<file path="src/rtl/llr_accumulator.sv">
// Saturating LLR accumulator: sums DEG signed messages per frame through a
// 6-bit ripple-carry slice and presents the frame sum on a valid/ready port.
module llr_accumulator #(
    parameter int DEG = 3,
    parameter int W   = 6
) (
    input  logic         clk,
    input  logic         rst,
    input  logic         in_valid,
    output logic         in_ready,
    input  logic [W-1:0] in_llr,
    output logic         out_valid,
    input  logic         out_ready,
    output logic [W-1:0] out_sum,
    output logic         out_sat
);

    if (W != 6 || DEG < 2 || DEG > 15) begin : g_bad_param
        $error("llr_accumulator: W must be 6 and DEG must be in 2..15");
    end

    localparam logic [W-1:0] POS_MAX  = {1'b0, {(W-1){1'b1}}};
    localparam logic [W-1:0] NEG_EDGE = {1'b1, {(W-1){1'b0}}};
    localparam logic [W-1:0] NEG_MAX  = {1'b1, {(W-2){1'b0}}, 1'b1};
    localparam logic [3:0]   CNT_LAST = 4'(DEG - 1);

    typedef enum logic [0:0] {
        ACC  = 1'b0,
        HOLD = 1'b1
    } state_t;

    state_t       state, state_next;
    logic [W-1:0] acc;
    logic [3:0]   cnt;
    logic         sat_flag;

    logic         accept;
    logic         last_accept;
    logic         release_res;

    logic [W-1:0] llr_clamped;
    logic [W-1:0] add_x, add_y, add_s;
    logic         add_cin;
    logic         add_cout_unused;
    logic         step_ovf;
    logic         step_sat;
    logic [W-1:0] step_sum;

    // -32 is folded onto -31 so the range stays symmetric
    assign llr_clamped = (in_llr == NEG_EDGE) ? NEG_MAX : in_llr;

    assign add_x   = acc;
    assign add_y   = llr_clamped;
    assign add_cin = 1'b0;

    // Ripple-carry slice (X/Y/C_in -> S/C_out)
    always_comb begin
        logic [W:0] carry;
        carry    = '0;
        carry[0] = add_cin;
        add_s    = '0;
        for (int unsigned i = 0; i < W; i++) begin
            add_s[i]     = add_x[i] ^ add_y[i] ^ carry[i];
            carry[i+1]   = (add_x[i] & add_y[i]) | (carry[i] & (add_x[i] ^ add_y[i]));
        end
        add_cout_unused = carry[W];
    end

    // Signed overflow from sign bits; a non-overflowing -32 also saturates to -31
    assign step_ovf = (add_x[W-1] == add_y[W-1]) && (add_s[W-1] != add_x[W-1]);
    assign step_sat = step_ovf || (add_s == NEG_EDGE);

    always_comb begin
        step_sum = add_s;
        if (step_ovf) begin
            step_sum = add_x[W-1] ? NEG_MAX : POS_MAX;
        end else if (add_s == NEG_EDGE) begin
            step_sum = NEG_MAX;
        end
    end

    always_ff @(posedge clk) begin
        if (rst) begin
            state <= ACC;
        end else begin
            state <= state_next;
        end
    end

    always_comb begin
        state_next  = state;
        accept      = 1'b0;
        last_accept = 1'b0;
        release_res = 1'b0;
        case (state)
            ACC: begin
                accept = in_valid;
                if (in_valid && cnt == CNT_LAST) begin
                    last_accept = 1'b1;
                    state_next  = HOLD;
                end
            end
            HOLD: begin
                if (out_ready) begin
                    release_res = 1'b1;
                    state_next  = ACC;
                end
            end
            default: state_next = ACC;
        endcase
    end

    assign in_ready  = (state == ACC);
    assign out_valid = (state == HOLD);

    always_ff @(posedge clk) begin
        if (rst) begin
            acc      <= '0;
            cnt      <= '0;
            sat_flag <= 1'b0;
            out_sum  <= '0;
            out_sat  <= 1'b0;
        end else if (release_res) begin
            acc      <= '0;
            cnt      <= '0;
            sat_flag <= 1'b0;
        end else if (accept) begin
            acc      <= step_sum;
            sat_flag <= sat_flag | step_sat;
            if (last_accept) begin
                out_sum <= step_sum;
                out_sat <= sat_flag | step_sat;
            end else begin
                cnt <= cnt + 4'd1;
            end
        end
    end

endmodule

</file>
<file path="config.mk">
export PLATFORM = sky130hd
export DESIGN_NAME = llr_accumulator
export DESIGN_NICKNAME = d
export VERILOG_FILES = /design/src/rtl/llr_accumulator.sv
export SDC_FILE = /design/constraint.sdc
export NUM_CORES = 1
export LEC_CHECK = 0
export ABC_AREA = 1
export CAP_MARGIN = 10
export CORE_AREA = 2 2 55 44
export DETAILED_ROUTE_END_ITERATION = 12
export DIE_AREA = 0 0 57 46
export HOLD_SLACK_MARGIN = 0.15
export PLACE_DENSITY_LB_ADDON = 0.12
export SYNTH_ARGS = -nofsm -noshare
export SYNTH_HDL_FRONTEND = slang
export SYNTH_SLANG_ARGS = --single-unit
export TNS_END_PERCENT = 20
</file>
<file path="constraint.sdc">
create_clock -name clk -period 4.4 [get_ports clk]
set_clock_uncertainty 0.15 [all_clocks]
set_input_delay 0.88 -clock clk [delete_from_list [all_inputs] [get_ports clk]]
set_output_delay 0.88 -clock clk [all_outputs]
set_load 0.1 [all_outputs]
</file>
# ---- Yosys cells after proc, flatten, opt, wreduce, memory -nomap -nowiden
# Cells that the tools add are included.
dict set report classes {
  addsub 1
  multipliers 0
  div_mod_pow 0
  order_cmp 0
  n_eq_ne 5
  shifts 0
  n_mux 11
  bitwise_logic 28
  n_reduce_logical 6
}
# op n
set op_table {}
lappend op_table {{$mux W6} 4}
lappend op_table {{$eq A6 B6 Y1 const B} 2}
lappend op_table {{$xor A1 B1 Y1} 11}
lappend op_table {{$and A1 B1 Y1} 9}
lappend op_table {{$mux W1} 6}
lappend op_table {{$or A1 B1 Y1} 5}
lappend op_table {{$add A4 B1 Y4 const B} 1}
lappend op_table {{$eq A4 B2 Y1 const B} 1}
lappend op_table {{$not A1 Y1} 3}
lappend op_table {{$reduce_and A3 Y1} 1}
lappend op_table {{$logic_and A1 B1 Y1} 2}
lappend op_table {{$pmux W1 S2} 1}
lappend op_table {{$reduce_and A2 Y1} 1}
lappend op_table {{$reduce_or A2 Y1} 1}
lappend op_table {{$eq A1 B1 Y1} 1}
lappend op_table {{$logic_or A1 B1 Y1} 1}
lappend op_table {{$ne A1 B1 Y1} 1}
dict set report totals {
  regBits 19
  latchBits 0
  ram_bits 0
  mem_bits_ro 0
  wordCells 57
  memories 0
}

# ---- Logic depth before layout (Yosys ltp)
dict set report depth {
  ltp_word 16
  mapped_depth 16
  mapped_depth_nobuf 16
}

# ---- Worst setup path before layout
# No wires, ideal clock.
dict set report synth_timing {
  path_kind {input to register}
  start {input port in_llr[1]}
  end {register out_sat}
  setup_time_ns 0.115
  arrival_time_ns 3.191
  path_slack_ns 0.943
  stages 16
  path_buffers 0
  path_cell_list {nor2_1 -> a31o_2 -> ha_1 -> inv_1 -> fa_1 -> inv_1 -> fa_1 -> fa_1 -> fa_1 -> inv_1 -> nand2_1 -> nor2_1 -> nand2_1 -> nand2_1 -> o21ai_0 -> inv_1}
}
dict set report synth_between {
  elab_chain_len 16
  elab_cells_between_ends 32
  classes_between {eq/ne: 4; mux: 1; bitwise: 25; reduce/logical: 2}
}
# item line_no
set synth_lines {}
lappend synth_lines {{start: declaration} 11} ;# input logic [W-1:0] in_llr,
lappend synth_lines {{$eq A6 B6 Y1} 50} ;# assign llr_clamped = (in_llr == NEG_EDGE) ? NEG_MAX : in_llr;
lappend synth_lines {{$mux W6 *} 50}
lappend synth_lines {{parallel branches: the longest is 12 deep, another holds $eq A6 B6 Y1} -}
lappend synth_lines {{$logic_or A1 B1 Y1 *} 71} ;# assign step_sat = step_ovf || (add_s == NEG_EDGE);
lappend synth_lines {{$or A1 B1 Y1 *} 132} ;# out_sat <= sat_flag | step_sat;
lappend synth_lines {{end signal: assignment} 132}
lappend synth_lines {{end: declaration} 15} ;# output logic out_sat
# Every way passes the cells marked *.
# A chain may end at the register's enable or synchronous reset.

# ---- Worst setup path after layout
dict set report layout_timing {
  start {input port in_llr[4]}
  end {register sat_flag}
}
dict set report layout_between {
  elab_chain_len 16
  elab_cells_between_ends 32
  classes_between {eq/ne: 4; mux: 1; bitwise: 25; reduce/logical: 2}
}
# item line_no
set layout_lines {}
lappend layout_lines {{$eq A6 B6 Y1} 50}
lappend layout_lines {{$mux W6 *} 50}
lappend layout_lines {{parallel branches: the longest is 12 deep, another holds $eq A6 B6 Y1} -}
lappend layout_lines {{$logic_or A1 B1 Y1 *} 71}
lappend layout_lines {{$or A1 B1 Y1 *} 129} ;# sat_flag <= sat_flag | step_sat;
lappend layout_lines {{end signal: assignment} 129}
lappend layout_lines {{end: declaration} 35} ;# logic sat_flag;
# Marks and branches as above.

==> impl_metrics.csv <==
group,metric,value,unit
clocking,clk_latency,0.29,ns
clocking,cts_setup_buffers,0,
critical_path,cp-start-kind,"primary input",
worst_hold_path,worstHoldPathType,"reg -> reg",
yosys,synth_cell_types,25,
floorplan,core_area,2140,um2
place,placed_cells,165,
place,pre_cts_slack,0.241,ns
critical_path,cpMaxStageDelayCell,"clkdlybuf4s50_1",
critical_path,cp-end-kind,"flip-flop",
floorplan,ios,19,
yosys,yosysTopAreaCellShare,38.2,%
floorplan,die_w,57,um
timing,final.setup.worst_slack,0.564,ns
critical_path,worstSetupPathType,"in -> reg",
clocking,htree_levels,1,
job,maxCapViolCount,0,
power,power.leakage,0.540,nW
power,vdd_drop_max,0.254,mV
critical_path,cp.depth,16,
yosys,syn_nets,144,
route,drtPass1Iterations,4,
yosys,synth_edf_count,0,
cells_and_area,antenna_cells,0,
critical_path,crit_start,"in_llr[4]",
route,drt-initial-drc-count,20,
yosys,synthArstFlopShare,0,%
timing,worst_pin_slew,0.973,ns
global_routing,grt_overflow,0,
floorplan,die_area,2620,um2
route,ant_nets,0,
route,drc,0,
clocking,path_clk_slew,0.10,ns
run_status,status,"complete, no violations",
cells_and_area,syn2layout_area_growth,20.6,%
timing,finalSetupViolations,0,
yosys,synth_top_flop_cell,"dfxtp_1",
critical_path,r2r-end,"sat_flag",
critical_path,path_cells,"clkdlybuf4s50_1 -> nor2_1 -> a31o_2 -> ha_1 -> inv_1 -> fa_1 -> inv_1 -> fa_1 -> fa_1 -> fa_1 -> nand3b_1 -> nand2_1 -> inv_1 -> nand2_1 -> nand2_1 -> a21oi_1",
place,globalplace.congestion,0.809,
yosys,yosys.area.top_type,"dfxtp_1",
place,port_buffers,18,
floorplan,dieHeight,46,um
floorplan,num_rows,15,
cells_and_area,fin_cells,169,
critical_path,r2r_cells,13,
global_routing,antenna_found_initial,0,
critical_path,crit_arrival,3.92,ns
clocking,cts-root-buf,"clkbuf_4",
clocking,cts-buffers-inserted,3,
critical_path,timing.critical_path.mode_cell,"fa_1",
timing,post-route-period-util,87.2,%
power,powerDensity,358,nW/um2
route,dr_total_vias,829,
clocking,cts.sinks,19,
yosys,synth_most_common_cell,"nor2_1",
timing,min_period,3.84,ns
global_routing,grt_pass1_vias,790,
cells_and_area,nets,162,
critical_path,worstReg2RegStart,"acc[0]",
yosys,syn_area,996,um2
route,viasPerCell,4.91,
critical_path,crit_buf_inv,4,
yosys,ys_top_cells_by_area,"dfxtp_1, fa_1, nor2_1",
global_routing,grt.total_usage,17.1,%
timing,fmax,261,MHz
yosys,ys_top_cells_by_count,"nor2_1, dfxtp_1, nand2_1",
yosys,ys_ff_latch,19,
route,wl_per_cell,11.4,um
timing,hold_viol_final,0,
timing,slew_headroom,34.9,%
clocking,cts_tree,"done",
yosys,avgSynthCellArea,7.84,um2
global_routing,grt_pass1_wl,3.37,mm
critical_path,slowest_delay,0.50,ns
timing,rsz0062_at_grt,"no",
cells_and_area,finalCoreUtilization,56.1,%
critical_path,crit_family,"adder cells",
clocking,post_cts_resized,0,
route,wirelength,1.92,mm
critical_path,crit_fanout,5,
cells_and_area,fillers,213,
floorplan,start_util,46.5,%
yosys,syn_inst,127,
yosys,synth_warnings,0,
critical_path,critPathRequiredTime,4.48,ns
clocking,cts_buffer_depth,2,
timing,setup_tns,0,ns
clocking,holdBufCountCts,0,
critical_path,ff2ff_setup_slack,1.58,ns
place,dp_hpwl,1.56,mm
timing,slew_violations,0,
critical_path,endpoint,"sat_flag",
yosys,yosysSeqAreaShare,38.2,%
cells_and_area,drive_gt1_share,10.4,%
global_routing,grt_start_max_net_pins,18,
[worst min-delay path by stage]
stage | startpoint | depth (start not counted) | end
floorplan | sat_flag | 2 | sat_flag
global placement | sat_flag | 2 | sat_flag
detailed placement | sat_flag | 2 | sat_flag
CTS | sat_flag | 2 | sat_flag
global route | sat_flag | 2 | sat_flag
finish | sat_flag | 2 | sat_flag
[per-stage QoR]
step	hold slack [ns]	instance area [um2]	total power [mW]
5_1_grt	0.341	1200	0.459
6_report	0.325	1200	0.430
3_5_place_dp	0.305	1170	0.347
2_1_floorplan	0.286	996	0.311
4_1_cts	0.321	1200	0.435
3_3_place_gp	0.293	1170	0.344
[layer usage]
layer	track usage, %	up-vias	share of wire, %
li1	-	437	-
met2	30.6	12	48
met1	20.8	378	48
met4	2.79	0	0.63
met3	5.40	2	3.3
met5	0	-	0
[cell usage in the layout, fill, tap and decap left out, types with 3 or more instances in the layout]
cell and n:
inv_1 15, nor2_1 21, a21oi_2 3, o21ai_0 12, clkbuf_4 3, a21oi_1 10, nand2_1 17, dfxtp_1 19
fa_1 4, clkdlybuf4s50_1 18, ha_1 3, o21ai_1 3
[power breakdown]
part	switching, mW	total [mW]	internal, mW
Clock	0.0539	0.0877	0.0338
Combinational	0.0971	0.144	0.0472
Sequential	0.0108	0.198	0.187
[registers in the layout, summed over array words and instances, names as in the netlist]
register / flops
acc: 6
out_valid: 1
out_sat: 1
sat_flag: 1
out_sum: 6
cnt: 4
[worst min-delay path, stage by stage (launching register included)]
cell,delay (ns)
dfxtp_1,0.31
inv_1,0.07
a21oi_1,0.06
[logic make-up (layout without fill, tap and decap cells)]
family	count (synthesis)	count (layout)	synth area share [%]
AND/OR/NAND/NOR	48	48	22.4
AO/OA/AOI/OAI	29	29	16.1
buffers and inverters	22	39	9.80
flip-flops	19	19	38.2
adder cells (fa/ha/maj)	7	7	11.8
XOR/XNOR	2	2	1.76
[area by class of cell]
type,instances,area (um2),area share (%)
repair buffers,18,180,15.0
multi-input cells,86,518,43.1
flip-flops and latches,19,380,31.7
clock inverters,1,5.00,0.417
inverters,17,63.8,5.31
clock buffers,3,22.5,1.88
well taps,25,31.3,2.60
(Power assumes the default switching activity.)
